--- config.mk ---
export PLATFORM = sky130hd
export DESIGN_NAME = m_ff_sync_filt
export DESIGN_NICKNAME = d
export VERILOG_FILES = /design/src/rtl/m_ff_sync_filt.sv
export SDC_FILE = /design/constraint.sdc
export NUM_CORES = 1
export LEC_CHECK = 0
export CAP_MARGIN = 20
export CORE_MARGIN = 2
export CORE_UTILIZATION = 50
export CTS_CLUSTER_DIAMETER = 120
export CTS_CLUSTER_SIZE = 40
export DETAILED_ROUTE_END_ITERATION = 12
export PLACE_DENSITY = 0.76
export SLEW_MARGIN = 20
export SYNTH_ARGS = -nofsm -noshare
export SYNTH_HDL_FRONTEND = slang
export SYNTH_SLANG_ARGS = --single-unit
--- constraint.sdc ---
create_clock -name clk -period 1.4 [get_ports clk]
set_input_delay 0.35 -clock clk [delete_from_list [all_inputs] [get_ports clk]]
set_output_delay 0.35 -clock clk [all_outputs]
set_load 0.02 [all_outputs]
--- src/rtl/m_ff_sync_filt.sv ---
// Multi-channel input synchroniser with per-channel stability filter and
// registered rise/fall edge pulses on every accepted transition.
module m_ff_sync_filt #(
   parameter int unsigned      WIDTH    = 4,
   parameter int unsigned      NUM_FF   = 3,
   parameter int unsigned      FILT_CNT = 4,
   parameter logic [WIDTH-1:0] RST_VAL  = '0
) (
   input  logic             clk,
   input  logic             rst_n,
   input  logic [WIDTH-1:0] i_data,
   input  logic             i_filt_en,
   output logic [WIDTH-1:0] o_sync,
   output logic [WIDTH-1:0] o_data,
   output logic [WIDTH-1:0] o_rise,
   output logic [WIDTH-1:0] o_fall
);

   localparam int unsigned      CNT_W    = $clog2(FILT_CNT + 1);
   localparam logic [CNT_W-1:0] CNT_LAST = CNT_W'(FILT_CNT - 1);

   logic [WIDTH-1:0] sync_q [NUM_FF];
   logic [WIDTH-1:0] sync_last;
   logic [CNT_W-1:0] cnt_q  [WIDTH];
   logic [CNT_W-1:0] cnt_d  [WIDTH];
   logic [WIDTH-1:0] data_q;
   logic [WIDTH-1:0] data_d;
   logic [WIDTH-1:0] rise_q;
   logic [WIDTH-1:0] fall_q;

   assign sync_last = sync_q[NUM_FF-1];

   // Synchroniser chain; every stage resets to RST_VAL so release causes no glitch
   always_ff @(posedge clk or negedge rst_n) begin
      if (!rst_n) begin
         for (int k = 0; k < int'(NUM_FF); k++) begin
            sync_q[k] <= RST_VAL;
         end
      end else begin
         sync_q[0] <= i_data;
         for (int k = 1; k < int'(NUM_FF); k++) begin
            sync_q[k] <= sync_q[k-1];
         end
      end
   end

   // Next filtered level: accept a new level after FILT_CNT consecutive disagreeing cycles
   always_comb begin
      data_d = data_q;
      for (int i = 0; i < int'(WIDTH); i++) begin
         cnt_d[i] = '0;
      end
      for (int i = 0; i < int'(WIDTH); i++) begin
         if (!i_filt_en) begin
            data_d[i] = sync_last[i];
         end else if (sync_last[i] != data_q[i]) begin
            if (cnt_q[i] == CNT_LAST) begin
               data_d[i] = sync_last[i];
            end else begin
               cnt_d[i] = cnt_q[i] + CNT_W'(1);
            end
         end
      end
   end

   // Filtered level, counters and edge pulses updated together
   always_ff @(posedge clk or negedge rst_n) begin
      if (!rst_n) begin
         data_q <= RST_VAL;
         rise_q <= '0;
         fall_q <= '0;
         for (int i = 0; i < int'(WIDTH); i++) begin
            cnt_q[i] <= '0;
         end
      end else begin
         data_q <= data_d;
         rise_q <= data_d & ~data_q;
         fall_q <= ~data_d & data_q;
         for (int i = 0; i < int'(WIDTH); i++) begin
            cnt_q[i] <= cnt_d[i];
         end
      end
   end

   assign o_sync = sync_last;
   assign o_data = data_q;
   assign o_rise = rise_q;
   assign o_fall = fall_q;

endmodule

==> flow_summary.json, run 1 <==
{
  "ioPinCount": 23,
  "cp-end-kind": "output port",
  "grt_pass1_wl_mm": 3.55,
  "fin_crit_sh": 0.981,
  "tightest_slew_ns": 0.212,
  "track_usage": 0.156,
  "path_delay_family": "flip-flops",
  "cts_buffer_depth": 2,
  "cts-buffers-inserted": 5,
  "maxCapViolations": 0,
  "synth_compound_gate_area_share": 0.0444,
  "max_slew_margin": 0.859,
  "io_buffers": 22,
  "grt_overflow": 0,
  "cts_root_buf": "clkbuf_4",
  "pwr-share-clk": 0.305,
  "path_class": "reg2out",
  "core_area_um2": 2520,
  "whs_ns": 0.355,
  "syn2layout_area_growth_pct": 26.5,
  "synth_mux_area_frac": 0.0416,
  "chipHeight_um": 56.0,
  "crit_buf_inv": 1,
  "fin_worst_skew_ns": 0.0135,
  "postRouteAntennaNets": 0,
  "min_period_ns": 1.37,
  "cts.htree.levels": 2,
  "synthCells": 92,
  "clock_sinks": 36,
  "drive_gt1_frac": 0.362,
  "synth_top_family_by_area": "simple AND/OR/NAND/NOR gates",
  "antenna_cells": 0,
  "place_ws_ns": -0.136,
  "power_density_nw_per_um2": 1170,
  "design_area_um2": 1710,
  "dpl_cell_area_um2": 1640,
  "path_max_fanout": 4,
  "first_pass_iters": 3,
  "leakage_nw": 0.832,
  "clock_latency_ns": 0.34,
  "drt-total-wl_mm": 2.14,
  "cp_cell_sequence": "clkdlybuf4s15_2",
  "fmax_mhz": 728,
  "nets": 138,
  "synthesis.area_um2": 1350,
  "pwr-share-seq": 0.561,
  "synth_cell_types": 15,
  "grt_setup_unrepaired": "false",
  "critPathSlowestCell": "dfrtp_1",
  "p_int_mw": 1.51,
  "crit_required_ns": 1.05,
  "dr_total_vias": 770,
  "finalSetupViolCount": 0,
  "run_status": "finished clean",
  "clkTransAtPathRegs_ns": 0.11,
  "synth-xor-area-share": 0.00647,
  "critical_path.max_stage_delay_ns": 0.42,
  "wire_per_inst_um": 13.6,
  "rows": 18,
  "syn_area_per_cell_um2": 14.7,
  "synth.yosys.seq_area_share": 0.665,
  "grt_pass1_vias": 784,
  "synth_nets": 103,
  "antenna_found_initial": 0,
  "routabilityCongestion": 0.655,
  "synth-seq-cells": 36,
  "combPwrFrac": 0.133,
  "start_util": 0.537,
  "drt_drc_violations_left": 0,
  "cts_tree": "done",
  "critPathLaunchType": "flip-flop",
  "die-area_um2": 3140,
  "power_mw": 2.01,
  "synth_adder_area_share": 0.0370,
  "power.share.switching": 0.246,
  "finalHoldViolCount": 0,
  "drtIter0Drc": 8,
  "grt_max_degree": 37,
  "peakVddDrop_v": 0.000887,
  "crit_arrival_ns": 1.02,
  "report.final.slew_viol_count": 0,
  "vias_per_cell": 4.90,
  "fillerInstances": 190,
  "fin_ws_ns": 0.0269,
  "fp.dieW_um": 56.0,
  "synth-simple-area-share": 0.175,
  "yosys_warnings": 0,
  "hp-class": "reg2reg",
  "place_hpwl_mm": 1.43,
  "p_switching_uw": 495
}
[layout make-up]
class | count | area, um^2 | share of cell area
clock buffer | 7 | 65.1 | 0.0380
tap | 30 | 37.5 | 0.0219
timing repair buffer | 33 | 298 | 0.174
sequential | 36 | 901 | 0.526
multi-input combinational | 51 | 412 | 0.240
[synthesized netlist by cell type, drive strengths merged]
cell type,instances,share of area
dfrtp,36,0.67
nand2,9,0.030
nand2b,10,0.046
buf,5,0.030
xor2,1,0.0065
nor2,4,0.011
a21bo,3,0.022
a21oi,6,0.022
mux2,4,0.042
and3b,2,0.013
ha,4,0.037
nor3b,8,0.074
[sequential cells by signal, indices dropped and copies added, names as in the netlist]
register and count:
o_data 4, cnt_q 12, o_fall 4, o_sync 4, sync_q 8, o_rise 4
[repair_timing]
action / 4_1_cts / 5_1_grt
gates cloned: 0 / 0
buffers inserted: 0 / 4
hold buffers: 0 / 0
gates resized for setup: 33 / 11
endpoints found under the setup margin: 16 / 13
hold endpoints to repair: 0 / 0
[metal layers]
layer  track usage  share of wire  up-vias
met5             0              0        -
met4         0.112          0.022        0
met3        0.0535          0.051        5
met2         0.244           0.50       20
met1         0.177           0.43      376
li1              -              -      369
[final timing paths]
path	from	to	slack, ns	cells past startpoint
max in group asynchronous	rst_n	sync_q[4]	0.84	2
hold / removal	sync_q[6]	o_sync[2]	0.35	0
setup / recovery	o_data[0]	o_data[0]	0.03	1
setup reg to reg	cnt_q[9]	o_data[0]	0.06	4
min in group asynchronous	rst_n	cnt_q[1]	0.37	2
hold reg to reg	sync_q[6]	o_sync[2]	0.35	0
[per-stage QoR]
stage	std cells	utilization	setup TNS, ns
2_1_floorplan	92	-	0
3_3_place_gp	146	0.648	-0.955
3_5_place_dp	146	0.648	-1.13
4_1_cts	153	0.675	0
5_1_grt	157	0.679	0
6_report	157	0.679	0
[kinds of logic (layout without fill, tap and decap cells)]
logic type	Yosys count	count (layout)
buf+inv	5	40
mux	4	4
simple gates	33	33
xor+xnor	1	1
fa+ha+maj	4	4
flops	36	36
compound gates	9	9
[power groups by stage]
stage / clock network [mW] / logic, mW / registers, mW
floorplan: 0 / 0.111 / 1.18
global placement: 0 / 0.259 / 1.15
detailed placement: 0 / 0.268 / 1.15
CTS: 0.634 / 0.257 / 1.13
global route: 0.679 / 0.291 / 1.13
finish: 0.613 / 0.268 / 1.13
[placed cells by master (no fill, tap or decap)]
cell type and count:
ha_1 4, buf_12 1, nor3b_2 8, clkbuf_8 2, buf_4 10, a21oi_1 6
clkbuf_4 5, a21bo_2 3, xor2_1 1, mux2_4 3, nand2_1 6, clkbuf_2 4
clkdlybuf4s15_2 6, and3b_1 2, nand2_2 3, buf_2 1, nor2_1 4, dfrtp_1 36
nand2b_1 10, clkdlybuf4s50_1 6, clkdlybuf4s15_1 5, mux2_1 1
Note: power is estimated with default switching activity, not from simulation.
==> inputs of run 2 (changes only) <==
CORE_MARGIN = unset   (was 2)
==> run 2 against run 1 <==
Utilization grew 0.94 points. Non-clock buffer count grew 1. Fmax grew 0.81%. Sequential power is essentially flat. Critical path type unchanged. Largest cell class unchanged. Largest power group unchanged.
==> flow_summary.json, run 2 (synthesized netlist as in run 1, its figures left out) <==
{
  "run_status": "finished clean",
  "whs_ns": 0.356,
  "grt_setup_unrepaired": "false",
  "globalRoute.busiestLayer": "met2",
  "crit_buf_inv": 1,
  "tightest_slew_ns": 0.211,
  "syn2layout_area_growth_pct": 28.3,
  "postRouteAntennaNets": 0,
  "finalSetupViolCount": 0,
  "ioPinCount": 23,
  "crit_required_ns": 1.05,
  "crit_arrival_ns": 1.01,
  "stdcell_count": 159,
  "met1_usage": 0.205,
  "grt_overflow": 0,
  "power_density_nw_per_um2": 1210,
  "first_pass_iters": 4,
  "die-area_um2": 2920,
  "drt_drc_violations_left": 0,
  "nets": 139,
  "track_usage": 0.177,
  "multi_input_comb_area_um2": 412,
  "cp_cell_sequence": "clkdlybuf4s15_1",
  "min_period_ns": 1.36,
  "postCtsHoldBufs": 0,
  "antenna_found_initial": 0,
  "antenna_cells": 0,
  "vias_per_cell": 4.93,
  "grt_pass1_wl_mm": 3.37,
  "fin_tns_setup_ns": 0,
  "maxCapViolations": 0,
  "dpl_cell_area_um2": 1640,
  "clock_latency_ns": 0.33,
  "largest_reg_flops": 12,
  "grt_pass1_vias": 772,
  "reg_top3": "cnt_q: 12 flops, sync_q: 8 flops",
  "drive_gt1_frac": 0.326,
  "design_area_um2": 1740,
  "cts.htree.levels": 2,
  "rows": 18,
  "io_buffers": 22,
  "cts-buffers-inserted": 5,
  "path_class": "reg2out",
  "report.final.slew_viol_count": 0,
  "critical_path.max_stage_delay_ns": 0.40,
  "most-common-layout-cells": "dfrtp_1 (36), buf_4 (11), nand2b_1 (10), clkdlybuf4s15_1 (9), nor3b_2 (8)",
  "use_met2": 0.280,
  "regMostFlops": "cnt_q",
  "cts_root_buf": "clkbuf_4",
  "cts_buffer_depth": 2,
  "grtUsageMet3": 0.0763,
  "core_area_um2": 2520,
  "place_hpwl_mm": 1.47,
  "fmax_mhz": 734,
  "dr_total_vias": 784,
  "chipHeight_um": 54.0,
  "leakage_nw": 0.843,
  "power_mw": 2.10,
  "cp-end-kind": "output port",
  "critPathSlowestCell": "dfrtp_1",
  "max_slew_margin": 0.859,
  "finalHoldViolCount": 0,
  "clkTransAtPathRegs_ns": 0.10,
  "routabilityCongestion": 0.697,
  "hp-class": "reg2reg",
  "clock_sinks": 36,
  "placed_cells": 146,
  "fillerInstances": 181,
  "fin_worst_skew_ns": 0.00642,
  "start_util": 0.537,
  "path_max_fanout": 2,
  "fp.dieW_um": 54.0,
  "critPathLaunchType": "flip-flop",
  "drt-total-wl_mm": 2.15,
  "cts_tree": "done",
  "grt_max_degree": 37,
  "final_common_cell": "dfrtp_1",
  "seq_area_um2": 901,
  "fin_crit_sh": 0.973,
  "wire_per_inst_um": 13.5,
  "path_delay_family": "flip-flops",
  "drtIter0Drc": 10,
  "peakVddDrop_v": 0.000986
}
-- run 2: area by class of cell --
type                            instances  share of cell area
Sequential cell                        36               0.519
Multi-Input combinational cell         51               0.237
Timing Repair Buffer                   34               0.179
Clock buffer                            6              0.0238
Tap cell                               30              0.0216
Clock inverter                          2              0.0202
-- run 2: layer usage --
metal / wire length (um) / vias up
met5: 0 / -
met2: 1060 / 22
met4: 17 / 0
met1: 973 / 382
li1: - / 378
met3: 103 / 2
-- run 2: worst paths after layout --
path	start	end	slack, ns	cells after the start
min reg2reg	sync_q[8]	sync_q[4]	0.36	0
min	sync_q[8]	sync_q[4]	0.36	0
max	o_data[3]	o_data[3]	0.04	1
max in group asynchronous	rst_n	cnt_q[10]	0.84	2
max reg2reg	cnt_q[0]	o_data[3]	0.10	4
min in group asynchronous	rst_n	cnt_q[8]	0.39	2
-- run 2: power by group --
part / switching, mW / leakage [nW] / internal, mW
combinational: 0.137 / 0.343 / 0.132
sequential: 0.0317 / 0.458 / 1.10
clock: 0.328 / 0.0422 / 0.374
-- run 2: stage by stage --
| step | worst slack, ns | util |
|---|---|---|
| after global placement | -0.0970 | 0.648 |
| after detailed placement | -0.136 | 0.648 |
| final | 0.0379 | 0.688 |
| after floorplan | 0.202 | - |
| after CTS | 0.00137 | 0.677 |
| after global routing | 0.0000965 | 0.688 |
-- run 2: timing repair --
| item | in CTS | in global routing |
|---|---|---|
| endpoints found under the setup margin | 16 | 14 |
| setup buffers | 0 | 5 |
| gates cloned | 0 | 0 |
| gates resized for setup | 29 | 11 |
==> inputs of run 3 (changes only) <==
CORE_UTILIZATION = 40   (was 50)
PLACE_DENSITY = unset   (was 0.76)
clock period = 1.6 ns   (was 1.4 ns; I/O delays follow)
==> run 3 against run 2 <==
Sequential power fell by 12%. Clock skew hardly changed. Clock power fell by 29%. Setup slack better by 0.062 ns. Hold slack gained 0.00083 ns. Final cell count rose by 2.5%. Utilization is 15 points lower. Critical endpoint is now o_sync[0]. Highest routed layer unchanged.
==> flow_summary.json, run 3 (synthesized netlist as in run 1, its figures left out) <==
{
  "rr_endpoint": "o_data[0]",
  "cp_cell_sequence": "dlygate4sd2_1",
  "tightest_slew_ns": 0.212,
  "grt_pass1_vias": 715,
  "die-area_um2": 3620,
  "hp-class": "reg2reg",
  "cts_buffer_depth": 2,
  "critPathLaunchType": "flip-flop",
  "crit_arrival_ns": 1.10,
  "cts_tree": "done",
  "rows": 20,
  "finalSetupViolCount": 0,
  "clock_sinks": 36,
  "largest_reg_flops": 12,
  "wire_per_inst_um": 11.7,
  "antenna_cells": 0,
  "routabilityCongestion": 0.678,
  "whs_ns": 0.357,
  "reg_top3": "cnt_q: 12 flops, sync_q: 8 flops",
  "endpoint": "o_sync[0]",
  "start_util": 0.433,
  "grt_setup_unrepaired": "false",
  "critPathSlowestCell": "dfrtp_1",
  "chipHeight_um": 60.2,
  "pwr-share-seq": 0.586,
  "drt_drc_violations_left": 0,
  "reg2reg_depth": 4,
  "run_status": "finished clean",
  "fin_crit_sh": 0.937,
  "vias_per_cell": 4.52,
  "max_slew_margin": 0.859,
  "regMostFlops": "cnt_q",
  "p_switching_uw": 425,
  "drt-total-wl_mm": 1.91,
  "path_max_fanout": 4,
  "leakage_nw": 0.824,
  "critical_path.max_stage_delay_ns": 0.43,
  "nets": 129,
  "cts_root_buf": "clkbuf_4",
  "crit_required_ns": 1.20,
  "crit_buf_inv": 1,
  "r2r_setup_slack_ns": 0.30,
  "core_area_um2": 3130,
  "post_cts_buffers": 0,
  "drtIter0Drc": 22,
  "p_int_mw": 1.26,
  "syn2layout_area_growth_pct": 23.3,
  "postRouteAntennaNets": 0,
  "path_delay_family": "flip-flops",
  "grt_max_degree": 37,
  "power_mw": 1.69,
  "fmax_mhz": 667,
  "final_common_cell": "dfrtp_1",
  "most-common-layout-cells": "dfrtp_1 (36), dlygate4sd2_1 (16), nand2b_1 (10), nor3b_2 (8)",
  "cp-startpoint": "o_sync[0]",
  "fin_ws_ns": 0.100,
  "maxCapViolations": 0,
  "antenna_found_initial": 0,
  "worst-path-stages": 1,
  "track_usage": 0.130,
  "cts.htree.levels": 2,
  "first_pass_iters": 2,
  "cts_resized": 16,
  "peakVddDrop_v": 0.000560,
  "grt_pass1_wl_mm": 3.20,
  "power_density_nw_per_um2": 1010,
  "grt_overflow": 0,
  "pwr-share-clk": 0.293,
  "io_buffers": 22,
  "dr_total_vias": 736,
  "power.share.switching": 0.251,
  "min_period_ns": 1.50,
  "report.final.slew_viol_count": 0,
  "drive_gt1_frac": 0.227,
  "fin_tns_setup_ns": 0,
  "cp-end-kind": "output port",
  "fin_worst_skew_ns": 0.00606,
  "postCtsHoldBufs": 0,
  "reg2reg_from": "cnt_q[9]",
  "clock_latency_ns": 0.33,
  "clkTransAtPathRegs_ns": 0.11,
  "place_hpwl_mm": 1.33,
  "place_ws_ns": 0.0111,
  "cts-buffers-inserted": 5,
  "finalHoldViolCount": 0,
  "fp.dieW_um": 60.2,
  "combPwrFrac": 0.121,
  "ioPinCount": 23,
  "path_class": "reg2out"
}
==> run 3: cell count changes in the layout (fill, tap and decap cells not counted), moves of 3 or more <==
cell / change
buf_2: -3
clkdlybuf4s15_2: -3
clkdlybuf4s15_1: -9
dlygate4sd2_1: +15
buf_4: -11
==> run 3: worst min path at each step <==
stage / from / to / slack, ns / cells after the start
2_1_floorplan: rst_n / cnt_q[0] / 0.10 / 0
3_3_place_gp: sync_q[6] / o_sync[2] / 0.33 / 0
3_5_place_dp: sync_q[5] / o_sync[1] / 0.34 / 0
4_1_cts: sync_q[5] / o_sync[1] / 0.36 / 0
5_1_grt: sync_q[5] / o_sync[1] / 0.37 / 0
6_report: sync_q[4] / o_sync[0] / 0.36 / 0
==> run 3: metrics by stage <==
step                      instance area [um^2]  utilization  instances
final                                     1670        0.534        163
after global placement                    1630        0.520        155
after detailed placement                  1630        0.520        155
after floorplan                           1350            -         92
after global routing                      1670        0.534        163
after CTS                                 1670        0.534        163
==> run 3: power by group through the flow <==
stage | Clock, mW | Sequential [mW] | Combinational [mW]
finish | 0.496 | 0.990 | 0.204
CTS | 0.528 | 0.991 | 0.208
global route | 0.568 | 0.997 | 0.224
floorplan | 0 | 1.03 | 0.0968
global placement | 0 | 1.01 | 0.221
detailed placement | 0 | 1.01 | 0.227
==> run 3: routing by layer <==
layer	up-vias	routed length [um]	GRT usage
met5	-	0	0
met3	5	125	0.0649
li1	354	-	-
met4	0	43	0.0698
met1	355	855	0.153
met2	22	883	0.195
==> run 3: layout make-up <==
| type | count | area, um^2 |
|---|---|---|
| fill | 282 | 1460 |
| timing repair buffer | 24 | 240 |
| sequential | 36 | 901 |
| tap | 44 | 55.1 |
| multi-input combinational | 51 | 412 |
| clock inverter | 2 | 10.0 |
| clock buffer | 6 | 51.3 |
